## src/rtl/gpio_debounce_16_if.sv

```systemverilog
// Pin-conditioning bundle between raw board pins, the GPIO peripheral
// and the interrupt controller.
interface gpio_debounce_16_if #(
  parameter int WIDTH = 16
);
  logic [WIDTH-1:0] pin_i;
  logic [WIDTH-1:0] rise_en;
  logic [WIDTH-1:0] fall_en;
  logic [WIDTH-1:0] edge_clr;
  logic [WIDTH-1:0] gpio_in;
  logic [WIDTH-1:0] rise_o;
  logic [WIDTH-1:0] fall_o;
  logic [WIDTH-1:0] edge_pend;
  logic             intr;

  modport master (
    output pin_i,
    output rise_en,
    output fall_en,
    output edge_clr,
    input  gpio_in,
    input  rise_o,
    input  fall_o,
    input  edge_pend,
    input  intr
  );

  modport slave (
    input  pin_i,
    input  rise_en,
    input  fall_en,
    input  edge_clr,
    output gpio_in,
    output rise_o,
    output fall_o,
    output edge_pend,
    output intr
  );
endinterface

```

## src/rtl/gpio_debounce_16.sv

```systemverilog
// Synchronise, debounce and edge-detect raw GPIO pins; sticky edge
// flags feed a level interrupt.
module gpio_debounce_16 #(
  parameter int WIDTH      = 16,
  parameter int PRESCALE   = 1000,
  parameter int STABLE_CNT = 4
) (
  input  logic              clk,
  input  logic              reset,
  gpio_debounce_16_if.slave io
);

  localparam int PW = (PRESCALE > 1) ? $clog2(PRESCALE) : 1;
  localparam int CW = $clog2(STABLE_CNT + 1);
  localparam logic [PW-1:0] PMAX = PW'(PRESCALE - 1);
  localparam logic [CW-1:0] CMAX = CW'(STABLE_CNT - 1);

  logic [WIDTH-1:0] s1_q, s2_q;
  logic [PW-1:0]    presc_q, presc_d;
  logic [CW-1:0]    cnt_q [WIDTH];
  logic [CW-1:0]    cnt_d [WIDTH];
  logic [WIDTH-1:0] gpio_q, gpio_d;
  logic [WIDTH-1:0] rise_q, rise_d;
  logic [WIDTH-1:0] fall_q, fall_d;
  logic [WIDTH-1:0] pend_q, pend_d;
  logic             tick;

  always_comb begin
    tick    = (presc_q == PMAX);
    presc_d = tick ? '0 : presc_q + 1'b1;
    gpio_d  = gpio_q;
    rise_d  = '0;
    fall_d  = '0;
    cnt_d   = cnt_q;
    // A differing sample only counts on a tick; a matching one restarts.
    for (int i = 0; i < WIDTH; i++) begin
      if (tick) begin
        if (s2_q[i] == gpio_q[i]) begin
          cnt_d[i] = '0;
        end else if (cnt_q[i] == CMAX) begin
          cnt_d[i]  = '0;
          gpio_d[i] = s2_q[i];
          rise_d[i] = s2_q[i];
          fall_d[i] = ~s2_q[i];
        end else begin
          cnt_d[i] = cnt_q[i] + 1'b1;
        end
      end
    end
    // Set wins over a simultaneous clear.
    pend_d = (pend_q & ~io.edge_clr)
           | (rise_q & io.rise_en)
           | (fall_q & io.fall_en);
  end

  always_ff @(posedge clk or negedge reset) begin
    if (!reset) begin
      s1_q    <= '0;
      s2_q    <= '0;
      presc_q <= '0;
      gpio_q  <= '0;
      rise_q  <= '0;
      fall_q  <= '0;
      pend_q  <= '0;
      for (int i = 0; i < WIDTH; i++) begin
        cnt_q[i] <= '0;
      end
    end else begin
      s1_q    <= io.pin_i;
      s2_q    <= s1_q;
      presc_q <= presc_d;
      gpio_q  <= gpio_d;
      rise_q  <= rise_d;
      fall_q  <= fall_d;
      pend_q  <= pend_d;
      cnt_q   <= cnt_d;
    end
  end

  assign io.gpio_in   = gpio_q;
  assign io.rise_o    = rise_q;
  assign io.fall_o    = fall_q;
  assign io.edge_pend = pend_q;
  assign io.intr      = |pend_q;

endmodule
```

## src/flat_wrapper.sv

```systemverilog
// flat-port wrapper written by rule: the top's interface ports become plain ports
module gpio_debounce_16_flat 
#(
  parameter int WIDTH      = 16,
  parameter int PRESCALE   = 1000,
  parameter int STABLE_CNT = 4
)
  (clk, reset, io_pin_i, io_rise_en, io_fall_en, io_edge_clr, io_gpio_in, io_rise_o, io_fall_o, io_edge_pend, io_intr);
  gpio_debounce_16_if #(.WIDTH(WIDTH)) io_i ();
  input  logic clk;
  input  logic reset;
  input wire logic [$bits(io_i.pin_i)-1:0] io_pin_i;
  input wire logic [$bits(io_i.rise_en)-1:0] io_rise_en;
  input wire logic [$bits(io_i.fall_en)-1:0] io_fall_en;
  input wire logic [$bits(io_i.edge_clr)-1:0] io_edge_clr;
  output wire logic [$bits(io_i.gpio_in)-1:0] io_gpio_in;
  output wire logic [$bits(io_i.rise_o)-1:0] io_rise_o;
  output wire logic [$bits(io_i.fall_o)-1:0] io_fall_o;
  output wire logic [$bits(io_i.edge_pend)-1:0] io_edge_pend;
  output wire logic [$bits(io_i.intr)-1:0] io_intr;
  assign io_i.pin_i = io_pin_i;
  assign io_i.rise_en = io_rise_en;
  assign io_i.fall_en = io_fall_en;
  assign io_i.edge_clr = io_edge_clr;
  assign io_gpio_in = io_i.gpio_in;
  assign io_rise_o = io_i.rise_o;
  assign io_fall_o = io_i.fall_o;
  assign io_edge_pend = io_i.edge_pend;
  assign io_intr = io_i.intr;
  gpio_debounce_16 #(.WIDTH(WIDTH), .PRESCALE(PRESCALE), .STABLE_CNT(STABLE_CNT)) u_core (.clk(clk), .reset(reset), .io(io_i));
endmodule
```

## config.mk

```make
export PLATFORM = sky130hd
export DESIGN_NAME = gpio_debounce_16_flat
export DESIGN_NICKNAME = d
export VERILOG_FILES = /design/src/rtl/gpio_debounce_16_if.sv /design/src/rtl/gpio_debounce_16.sv /design/src/flat_wrapper.sv
export SDC_FILE = /design/constraint.sdc
export NUM_CORES = 1
export LEC_CHECK = 0
export ABC_AREA = 1
export CORE_ASPECT_RATIO = 0.8
export CORE_MARGIN = 4
export CORE_UTILIZATION = 40
export CTS_CLUSTER_DIAMETER = 200
export DETAILED_ROUTE_END_ITERATION = 8
export GPL_TIMING_DRIVEN = 0
export PLACE_DENSITY_LB_ADDON = 0.05
export SLEW_MARGIN = 20
export SYNTH_ARGS = -nofsm -noshare
export SYNTH_HDL_FRONTEND = slang
export SYNTH_SLANG_ARGS = --single-unit
export TNS_END_PERCENT = 1
```

## constraint.sdc

```tcl
create_clock -name clk -period 2 [get_ports clk]
set_clock_uncertainty 0.2 [all_clocks]
set_input_delay 0.3 -clock clk [delete_from_list [all_inputs] [get_ports clk]]
set_output_delay 0.3 -clock clk [all_outputs]
set_load 0.01 [all_outputs]
```

==> flow_metrics.py <==
metrics = {
    "outcome": {
        "status": "complete, but fails checks",
        "violations": "setup timing",
    },
    "power_and_ir_drop": {
        "p_per_area_nw_per_um2": 760,
        "max-vdd-ir-drop_v": 0.000580,
        "power.leakage_nw": 4.29,
    },
    "synth": {
        "syn_avg_cell_area_sq_um": 9.00,
        "synth_area_sq_um": 6470,
        "ys_warn_count": 0,
        "yosysUniqueCellTypes": 25,
        "synth-seq-cells": 154,
        "synth_fp_nets": 802,
        "ys_seq_area_share_pct": 59.5,
        "synth_cells": 719,
    },
    "clocking": {
        "htree_num_levels": 4,
        "cts.sinks": 154,
        "cts_tree": "yes",
        "cts_buffer_depth": 2,
        "clkTransAtPathRegs_ns": 0.06,
        "insertion_delay_ns": 0.42,
        "numCtsBuffers": 17,
        "root_buffer": "clkbuf_16",
    },
    "critical_path": {
        "path_max_fanout": 2,
        "end_kind": "output pin",
        "critical_path_required_ns": 1.50,
        "reg2reg_from": "u_core.presc_q[0]",
        "critical_path_class": "register to output pin",
        "cp_slowest_cell": "dfrtp_1",
        "worstSetupStartpoint": "u_core.io.edge_pend[1]",
        "worstReg2RegEnd": "u_core.cnt_q[40]",
        "cp-endpoint": "io_intr",
        "start_kind": "register",
        "cp_cell_sequence": "inv_2 -> nand4_1 -> nor3_4 -> nand3_2 -> buf_6",
        "ff2ff_setup_slack_ns": 0.07,
        "r2r_cells": 7,
        "max_stage_delay_ns": 0.38,
        "cp.arrival_ns": 1.60,
    },
    "global_routing": {
        "grt_pass1_vias": 5234,
        "grt_first_pass_wirelength_um": 25700,
        "antenna_found_initial": 0,
        "grt_usage_pct": 18.3,
        "grt_max_degree": 81,
        "gr-total-overflow": 0,
    },
    "placement": {
        "dp_worst_setup_slack_ns": -0.295,
        "place_hpwl_um": 10800,
        "portBuffers": 130,
        "place.gp.congestion": 0.787,
    },
    "cells_and_area": {
        "syn2layout_area_growth_pct": 34.8,
        "drive_above_1_share_pct": 6.78,
        "antenna_cells": 0,
        "fin_nets": 955,
    },
    "sta": {
        "tns_ns": -0.102,
        "slew_headroom_pct": 48.4,
        "rsz0062_at_grt": "true",
        "fmax_mhz": 476,
        "setup_viol": 1,
        "report.final.slew_viol_count": 0,
        "fin_crit_sh_pct": 105,
        "post-route-min-period_ns": 2.10,
        "hold_viol": 0,
        "tightest_slew_ns": 0.774,
        "fin_ws_ns": -0.102,
    },
    "floorplan": {
        "initial_core_util_pct": 41.0,
        "ioPinCount": 131,
        "fp-row-count": 41,
        "dieArea_sq_um": 18300,
        "fp.dieW_um": 150,
        "design.core.area_sq_um": 15800,
        "die_y_um": 122,
    },
    "routing": {
        "drt-total-wl_um": 15700,
        "wl_per_cell_um": 14.3,
        "route.detailed.drc": 0,
        "antenna_left": 0,
        "first_iter_violations": 265,
        "via_per_inst": 4.77,
        "num_vias": 5248,
        "drt_pre_antenna_iters": 7,
    },
    "hold_path": {
        "hp-class": "input port to register",
    },
    "job": {
        "drv_cap": 0,
    },
}
==> worst min-delay path by stage <==
stage | start | end | depth (start not counted)
after floorplan | reset | u_core.cnt_q[0] | 0
after global placement | u_core.s1_q[9] | u_core.s2_q[9] | 0
after detailed placement | reset | u_core.io.edge_pend[0] | 1
after CTS | io_pin_i[12] | u_core.s1_q[12] | 1
after global routing | io_pin_i[13] | u_core.s1_q[13] | 1
final | io_pin_i[12] | u_core.s1_q[12] | 1
==> cells by family (layout without fill, tap and decap cells) <==
logic type	count (synthesis)	in the layout	synth area share, %
fa+ha+maj	17	17	3.29
compound gates	37	37	3.83
flops	154	154	59.5
xor+xnor	2	2	0.271
simple gates	402	402	26.2
buf+inv	107	273	6.88
==> Yosys cell counts <==
cell      count  area [sq um]
dfrtp_1     154          3850
nor3_1        7          35.0
nor2_2        2          12.5
nand3b_1     17           128
nand2_2       1          6.26
a21oi_1       2          10.0
xor2_1        2          17.5
ha_1         17           213
o21bai_1      1          7.51
buf_1         1          3.75
a21boi_0      8          60.1
nand2_1     210           788
buf_6         3          33.8
buf_4         4          30.0
clkbuf_1      3          11.3
o21ai_0      10          50.1
inv_2         1          3.75
buf_2         5          25.0
nor4_1        2          12.5
nor2_4        1          11.3
nand3_1      46           230
inv_1        90           338
nor2_1      101           379
o211ai_1     16           120
nand4_1      15          93.8
==> per-layer routing <==
metal | GRT usage (%) | up-vias | routed length [um]
met5 | 0 | - | 0
met4 | 6.17 | 0 | 219
met3 | 5.73 | 18 | 1190
met2 | 29.6 | 150 | 7220
met1 | 23.5 | 2508 | 7070
li1 | - | 2572 | -
==> registers in the layout (all words and copies together) (netlist names) <==
signal / cells
u_core.cnt_q: 48
u_core.io.edge_pend: 16
u_core.io.fall_o: 16
u_core.io.gpio_in: 16
u_core.io.rise_o: 16
u_core.s1_q: 16
u_core.s2_q: 16
u_core.presc_q: 10
==> layout make-up <==
cell class | instances | area (sq um)
inverters | 91 | 342
well taps | 215 | 269
clock buffers | 24 | 502
plain buffers | 16 | 110
repair buffers | 134 | 1360
clock inverters | 8 | 90.1
fillers | 1441 | 7080
flip-flops and latches | 154 | 3850
multi-input cells | 458 | 2200
==> worst max-delay path: cells and delay by family (launching register included) <==
kind                   cells  cell delay [ns]
AND/OR/NAND/NOR            3             0.57
flip-flops                 1             0.38
buffers and inverters      2             0.22
==> placed cells by master (no fill, tap or decap), types with 5 or more instances in the layout <==
cell	netlist	layout
o211ai_1	16	16
clkdlybuf4s50_1	0	128
dfrtp_1	154	154
nand3_1	46	45
buf_4	4	6
clkinv_2	0	6
a21boi_0	8	8
buf_2	5	5
clkbuf_8	0	5
nor2_1	101	101
clkbuf_16	0	17
o21ai_0	10	10
inv_1	90	87
nor3_1	7	6
ha_1	17	17
nand4_1	15	15
nand2_1	210	210
nand3b_1	17	17
==> power by group <==
group / internal [mW] / leakage, nW / total [mW] / switching, mW
registers: 3.15 / 2.06 / 3.17 / 0.0208
logic: 0.135 / 1.93 / 0.251 / 0.116
clock network: 1.99 / 0.300 / 3.20 / 1.21
==> per-stage QoR <==
step / utilization [%] / std cells / power [mW] / instance area (sq um) / hold slack, ns
after floorplan: - / 719 / 3.27 / 6470 / -0.196
after CTS: 55.1 / 1099 / 6.71 / 8700 / 0.0938
final: 55.2 / 1100 / 6.63 / 8720 / 0.111
after global routing: 55.2 / 1100 / 6.87 / 8720 / 0.101
after global placement: 50.9 / 1064 / 3.47 / 8040 / 0.132
after detailed placement: 51.1 / 1065 / 3.48 / 8080 / 0.136
==> timing repair <==
item                       in CTS  in global routing
hold buffers                    1                  0
resized for setup              10                  6
hold endpoints to repair       79                  0
setup buffers                   1                  1
pin swaps                       2                  2
setup endpoints to repair       1                 35
(Power assumes the default switching activity.)
